<file path="config.mk">
export PLATFORM = sky130hd
export DESIGN_NAME = act_engine_arb
export DESIGN_NICKNAME = d
export VERILOG_FILES = /design/src/rtl/act_pkg.sv /design/src/rtl/act_tag_pipe.sv /design/src/rtl/act_engine_arb.sv
export SDC_FILE = /design/constraint.sdc
export NUM_CORES = 1
export LEC_CHECK = 0
export BUFFER_PORTS_ARGS = -buffer_cell sky130_fd_sc_hd__buf_2
export CAP_MARGIN = 20
export CORE_AREA = 2 2 134 136
export CTS_CLUSTER_SIZE = 40
export DETAILED_ROUTE_END_ITERATION = 10
export DIE_AREA = 0 0 136 138
export GPL_ROUTABILITY_DRIVEN = 0
export PLACE_DENSITY = 0.5
export SLEW_MARGIN = 20
export SYNTH_ARGS = -nofsm -noshare
export SYNTH_HDL_FRONTEND = slang
export SYNTH_SLANG_ARGS = --single-unit
</file>
<file path="constraint.sdc">
create_clock -name clk -period 6.6 [get_ports clk]
set_clock_uncertainty 0.05 [all_clocks]
set_input_delay 1.32 -clock clk [delete_from_list [all_inputs] [get_ports clk]]
set_output_delay 1.32 -clock clk [all_outputs]
set_load 0.005 [all_outputs]
</file>
<file path="src/rtl/act_pkg.sv">
// Shared constants for the activation-engine arbiter: default widths and latencies,
// engine mode encoding and arbiter state encoding.
package act_pkg;

  localparam int ACT_DW        = 16;
  localparam int ACT_TAG_W     = 4;
  localparam int ACT_LAT_E     = 13;
  localparam int ACT_LAT_S     = 15;
  localparam int ACT_MAX_BURST = 4;

  localparam logic MODE_EXP = 1'b0;
  localparam logic MODE_SP  = 1'b1;

  localparam logic [1:0] ST_IDLE  = 2'd0;
  localparam logic [1:0] ST_OWN_S = 2'd1;
  localparam logic [1:0] ST_OWN_E = 2'd2;

endpackage

</file>
<file path="src/rtl/act_tag_pipe.sv">
// Fixed-depth shift register of issue records; tap N holds the record issued N cycles ago.
module act_tag_pipe
  import act_pkg::*;
#(
  parameter int DEPTH = ACT_LAT_S,
  parameter int W     = ACT_TAG_W + 2,
  parameter int TAP_A = ACT_LAT_E,
  parameter int TAP_B = ACT_LAT_S
) (
  input  logic         clk,
  input  logic         rst,
  input  logic [W-1:0] d_i,
  output logic [W-1:0] tap_a_o,
  output logic [W-1:0] tap_b_o
);

  logic [DEPTH-1:0][W-1:0] stage_q;

  always_ff @(posedge clk) begin
    if (rst) begin
      stage_q <= '0;
    end else begin
      stage_q <= {stage_q[DEPTH-2:0], d_i};
    end
  end

  assign tap_a_o = stage_q[TAP_A-1];
  assign tap_b_o = stage_q[TAP_B-1];

endmodule

</file>
<file path="src/rtl/act_engine_arb.sv">
// Arbitrates softplus/exp requesters onto one shared activation engine and
// routes the engine's fixed-latency results back to the right requester with its tag.
module act_engine_arb
  import act_pkg::*;
#(
  parameter int DW        = ACT_DW,
  parameter int TAG_W     = ACT_TAG_W,
  parameter int LAT_E     = ACT_LAT_E,
  parameter int LAT_S     = ACT_LAT_S,
  parameter int MAX_BURST = ACT_MAX_BURST
) (
  input  logic             clk,
  input  logic             rst,
  input  logic             en_i,
  input  logic             s_valid_i,
  output logic             s_ready_o,
  input  logic [DW-1:0]    s_x_i,
  input  logic [TAG_W-1:0] s_tag_i,
  input  logic             e_valid_i,
  output logic             e_ready_o,
  input  logic [DW-1:0]    e_x_i,
  input  logic [TAG_W-1:0] e_tag_i,
  output logic             eng_valid_o,
  output logic             eng_mode_o,
  output logic [DW-1:0]    eng_x_o,
  input  logic [DW-1:0]    eng_y_s_i,
  input  logic             eng_valid_s_i,
  input  logic [DW-1:0]    eng_y_e_i,
  input  logic             eng_valid_e_i,
  output logic             s_valid_o,
  output logic [DW-1:0]    s_y_o,
  output logic [TAG_W-1:0] s_tag_o,
  output logic             e_valid_o,
  output logic [DW-1:0]    e_y_o,
  output logic [TAG_W-1:0] e_tag_o,
  output logic             busy_o,
  output logic [4:0]       inflight_o,
  output logic             err_o
);
  // state  | meaning
  // IDLE   | nothing granted last cycle
  // OWN_S  | softplus was granted last cycle; burst_q = its consecutive grants
  // OWN_E  | exp was granted last cycle; burst_q = its consecutive grants

  localparam int BW = $clog2(MAX_BURST + 1);
  localparam int GW = $clog2(LAT_S + 1);
  localparam int EW = TAG_W + 2;

  logic [1:0]       state_q, state_d;
  logic [BW-1:0]    burst_q, burst_d, burst_inc;
  logic             keep_owner, grant_s, grant_e;
  logic             eng_valid_q, eng_mode_q;
  logic [DW-1:0]    eng_x_q;
  logic [TAG_W-1:0] eng_tag_q;
  logic [4:0]       inflight_q, inflight_d;
  logic [GW-1:0]    guard_q;
  logic             err_q, err_now;
  logic [EW-1:0]    ent_e, ent_s;
  logic             e_hit, s_hit;

  assign keep_owner = burst_q < BW'(MAX_BURST);
  assign burst_inc  = keep_owner ? burst_q + BW'(1) : burst_q;

  always_comb begin
    grant_s = 1'b0;
    grant_e = 1'b0;
    if (!rst && en_i) begin
      if (s_valid_i && !e_valid_i) begin
        grant_s = 1'b1;
      end else if (e_valid_i && !s_valid_i) begin
        grant_e = 1'b1;
      end else if (s_valid_i && e_valid_i) begin
        case (state_q)
          ST_OWN_S: begin grant_s = keep_owner;  grant_e = !keep_owner; end
          ST_OWN_E: begin grant_e = keep_owner;  grant_s = !keep_owner; end
          default:  grant_s = 1'b1;
        endcase
      end
    end
  end

  always_comb begin
    state_d = ST_IDLE;
    burst_d = '0;
    if (grant_s) begin
      state_d = ST_OWN_S;
      burst_d = (state_q == ST_OWN_S) ? burst_inc : BW'(1);
    end else if (grant_e) begin
      state_d = ST_OWN_E;
      burst_d = (state_q == ST_OWN_E) ? burst_inc : BW'(1);
    end
  end

  act_tag_pipe #(
    .DEPTH(LAT_S),
    .W    (EW),
    .TAP_A(LAT_E),
    .TAP_B(LAT_S)
  ) u_tag_pipe (
    .clk    (clk),
    .rst    (rst),
    .d_i    ({eng_valid_q, eng_mode_q, eng_tag_q}),
    .tap_a_o(ent_e),
    .tap_b_o(ent_s)
  );

  assign e_hit = ent_e[EW-1] && (ent_e[TAG_W] == MODE_EXP);
  assign s_hit = ent_s[EW-1] && (ent_s[TAG_W] == MODE_SP);

  assign e_valid_o = !rst && eng_valid_e_i && e_hit;
  assign e_y_o     = e_valid_o ? eng_y_e_i : '0;
  assign e_tag_o   = e_valid_o ? ent_e[TAG_W-1:0] : '0;
  assign s_valid_o = !rst && eng_valid_s_i && s_hit;
  assign s_y_o     = s_valid_o ? eng_y_s_i : '0;
  assign s_tag_o   = s_valid_o ? ent_s[TAG_W-1:0] : '0;

  // Stray results are tolerated while guard_q runs: they belong to ops discarded by reset.
  assign err_now = (eng_valid_e_i && !e_hit && (guard_q == '0))
                 || (eng_valid_s_i && !s_hit && (guard_q == '0))
                 || (e_hit && !eng_valid_e_i)
                 || (s_hit && !eng_valid_s_i);

  assign inflight_d = inflight_q + {4'd0, eng_valid_q} - {4'd0, s_valid_o} - {4'd0, e_valid_o};

  always_ff @(posedge clk) begin
    if (rst) begin
      state_q     <= ST_IDLE;
      burst_q     <= '0;
      eng_valid_q <= 1'b0;
      eng_mode_q  <= MODE_EXP;
      eng_x_q     <= '0;
      eng_tag_q   <= '0;
      inflight_q  <= '0;
      guard_q     <= GW'(LAT_S);
      err_q       <= 1'b0;
    end else begin
      state_q     <= state_d;
      burst_q     <= burst_d;
      eng_valid_q <= grant_s || grant_e;
      eng_mode_q  <= grant_s ? MODE_SP : MODE_EXP;
      eng_x_q     <= grant_s ? s_x_i : (grant_e ? e_x_i : '0);
      eng_tag_q   <= grant_s ? s_tag_i : (grant_e ? e_tag_i : '0);
      inflight_q  <= inflight_d;
      if (guard_q != '0) begin
        guard_q <= guard_q - GW'(1);
      end
      err_q <= err_q || err_now;
    end
  end

  assign s_ready_o   = grant_s;
  assign e_ready_o   = grant_e;
  assign eng_valid_o = eng_valid_q;
  assign eng_mode_o  = eng_mode_q;
  assign eng_x_o     = eng_x_q;
  assign inflight_o  = inflight_q;
  assign busy_o      = (inflight_q != '0) || eng_valid_q;
  assign err_o       = err_q;

endmodule

</file>
==> results.yml <==
clocking:
  path_clk_slew_ns: 0.06
  clk-insertion-delay-late_ns: 0.41
  cts_max_path_buffers: 2
  htreeDepth: 4
  cts_tree: "done"
  cts_setup_buffers: 0
  postCtsResizedCells: 0
  num_cts_buffers: 17
  numClockSinks: 126
  holdBufCountCts: 0
  ctsRootBufferMaster: "sky130_fd_sc_hd__clkbuf_16"
critical_path:
  critical_path_peak_fanout: 39
  cp.arrival_ns: 2.89
  worstSetupStartpointType: "primary input"
  worst_path_required_ns: 5.23
  regToRegStartpoint: "u_tag_pipe.tap_a_o[4]$_SDFF_PP0_"
  setup.worst_path.start: "rst"
  timing.critical_path.to_type: "output port"
  ff2ff_setup_slack_ns: 3.61
  timing.setup.critical_path_class: "in -> out"
pwr:
  comb_power_frac: 0.035
  reg_power_frac: 0.433
  leakagePower_nw: 2.69
  switching_share: 0.202
  clockPowerShare: 0.531
  pwr_density_mw_per_mm2: 309
  peakVddDrop_mv: 0.218
  net-switching-power_mw: 0.362
  intPower_mw: 1.43
global_route:
  overflow: 0
  number_of_antenna_violations_at_the_first_check_in_global_routing: 0
  grt_util_all_layers: 0.0859
  first_pass_grt_wire_length_mm: 12.4
  first_global_vias: 2877
  pin_count_of_the_biggest_net_entering_global_routing: 66
floorplan:
  fp.dieArea_mm2: 0.0188
  die_extent_in_x_um: 136
  io_pins: 148
  floorplan.initialDensity: 0.241
  fp.coreArea_mm2: 0.0175
  die_h_um: 138
  std_cell_rows: 49
logic_synthesis:
  post_synth_num_cell_types: 40
  synth-seq-cells: 126
  number_of_flops_mapped_to_enable_cells_by_yosys: 0
  synth-main-ff-cell: "sky130_fd_sc_hd__dfxtp_1"
  synth.top_cell.area_share: 0.596
  syn_area_mm2: 0.00423
  synth_cells: 389
  yosysSeqAreaShare: 0.596
  synthArstFlopShare: 0
  syn_avg_cell_area_um2: 10.9
  synth_top_cell_by_area: "sky130_fd_sc_hd__dfxtp_1"
  synthesis.nets: 480
  ys_warn_count: 0
  synthTopCellsByArea: "sky130_fd_sc_hd__dfxtp_1 60%, sky130_fd_sc_hd__nor2b_1 14%, sky130_fd_sc_hd__and2_1 6.2%"
timing:
  period_minus_slack_ns: 4.26
  timing.final.hold_violations: 0
  drv_slew: 0
  grt_setup_unrepaired: "false"
  timing.final.setup_violations: 0
  tightest_pin_transition_ns: 0.940
  max_fclk_mhz: 235
  layout_worst_path_cycle_share: 0.646
  max_slew_margin: 0.373
  totalNegativeSetupSlack_ns: 0
final_layout:
  final_design_area_no_fill_mm2: 0.00581
  design.final.nets: 629
  final_common_cell: "sky130_fd_sc_hd__buf_2"
  drive_above_1_share: 0.343
  filler_cell_count: 1794
  areaGrowthSynthToFinish_pct: 37.3
  antenna_fix_cells: 0
  most_frequent_cells_in_the_layout: "146 x sky130_fd_sc_hd__buf_2, 126 x sky130_fd_sc_hd__dfxtp_1, 92 x sky130_fd_sc_hd__nor2b_1, 42 x sky130_fd_sc_hd__and2_1, 18 x sky130_fd_sc_hd__a22o_1"
job:
  timing.max_cap.violations: 0
outcome:
  run_status: "finished clean"
place:
  place.port_buffers: 147
  dp_hpwl_mm: 5.43
  placedInstanceArea_mm2: 0.00517
min_path:
  hold_path_class: "reg -> reg"
  hold_path_startpoint: "u_tag_pipe.stage_q[54]$_SDFF_PP0_"
route:
  drtAntennaViolNets: 0
  drc: 0
  drt-total-wl_mm: 7.74
  vias_per_cell: 3.96
  drt-wirelength-per-cell_um: 9.92
  detailroute.via_count: 3089
  drtIter0Drc: 106
  drt_pre_antenna_iters: 4
[flip-flops by register name (all words and copies together), names as in the netlist, 2 cells and up]
register            count
u_tag_pipe.stage_q     78
eng_x_o                16
eng_tag_q               4
u_tag_pipe.tap_a_o      6
guard_q                 4
u_tag_pipe.tap_b_o      6
inflight_o              5
burst_q                 3
state_q                 2
[worst paths after layout]
path / endpoint / depth (start not counted)
hold reg to reg: u_tag_pipe.stage_q[60]$_SDFF_PP0_ / 1
setup reg to reg: inflight_o[4]$_SDFF_PP0_ / 13
hold / removal: u_tag_pipe.stage_q[60]$_SDFF_PP0_ / 1
setup / recovery: s_ready_o / 5
[metal layers]
layer / routed length (um) / global-route usage
met1: 3130 / 0.0897
met2: 3500 / 0.138
met3: 885 / 0.0348
met4: 228 / 0.0641
met5: 0 / 0
[power groups by stage]
stage	Clock [mW]	Sequential, mW	Combinational [mW]
floorplan	0	0.792	0.0294
CTS	0.981	0.776	0.0651
global route	1.02	0.777	0.0725
global placement	0	0.792	0.0635
detailed placement	0	0.793	0.0647
finish	0.952	0.776	0.0636
[metrics by stage]
stage	worst slack [ns]	util	total power, mW	instances	hold slack [ns]
6_report	2.34	0.331	1.79	780	0.380
5_1_grt	2.11	0.331	1.87	780	0.388
4_1_cts	2.28	0.331	1.82	779	0.384
3_5_place_dp	2.21	0.295	0.857	747	0.372
3_3_place_gp	2.37	0.295	0.856	747	0.365
2_1_floorplan	3.20	-	0.822	389	0.364
[cell families after synthesis]
kind of cell / count (synthesis) / share of synthesized area
compound gates: 39 / 0.0707
xor+xnor: 4 / 0.00828
fa+ha+maj: 12 / 0.0373
buf+inv: 34 / 0.0352
flops: 126 / 0.596
mux: 3 / 0.00769
simple gates: 171 / 0.245
[critical path, cell delays in order]
cell                      delay [ns]
sky130_fd_sc_hd__buf_4          0.23
sky130_fd_sc_hd__nor2b_1        0.24
sky130_fd_sc_hd__nand2_1        0.14
sky130_fd_sc_hd__a21oi_2        0.70
sky130_fd_sc_hd__buf_2          0.25
[Yosys cell counts (3+ instances only)]
master and number:
sky130_fd_sc_hd__and3_1 3, sky130_fd_sc_hd__xnor2_1 3, sky130_fd_sc_hd__nor2_1 10, sky130_fd_sc_hd__a21oi_1 5, sky130_fd_sc_hd__clkbuf_1 13, sky130_fd_sc_hd__buf_4 3, sky130_fd_sc_hd__inv_1 14, sky130_fd_sc_hd__nand2b_1 5
sky130_fd_sc_hd__ha_1 11, sky130_fd_sc_hd__and2_1 42, sky130_fd_sc_hd__o21ai_0 5, sky130_fd_sc_hd__nand2_1 7, sky130_fd_sc_hd__nor2b_1 92, sky130_fd_sc_hd__dfxtp_1 126, sky130_fd_sc_hd__nor3_1 3, sky130_fd_sc_hd__a22o_1 18
[area by class of cell]
cell class              count  area (um^2)  share of cell area
clock inverters            12          159              0.0274
well taps                 229          287              0.0493
repair buffers            150          761               0.131
inverters                  14         52.6             0.00905
multi-input cells         229         1560               0.269
clock buffers              20          467              0.0804
flip-flops and latches    126         2520               0.434
No activity file was read; power rests on OpenSTA's default activity.
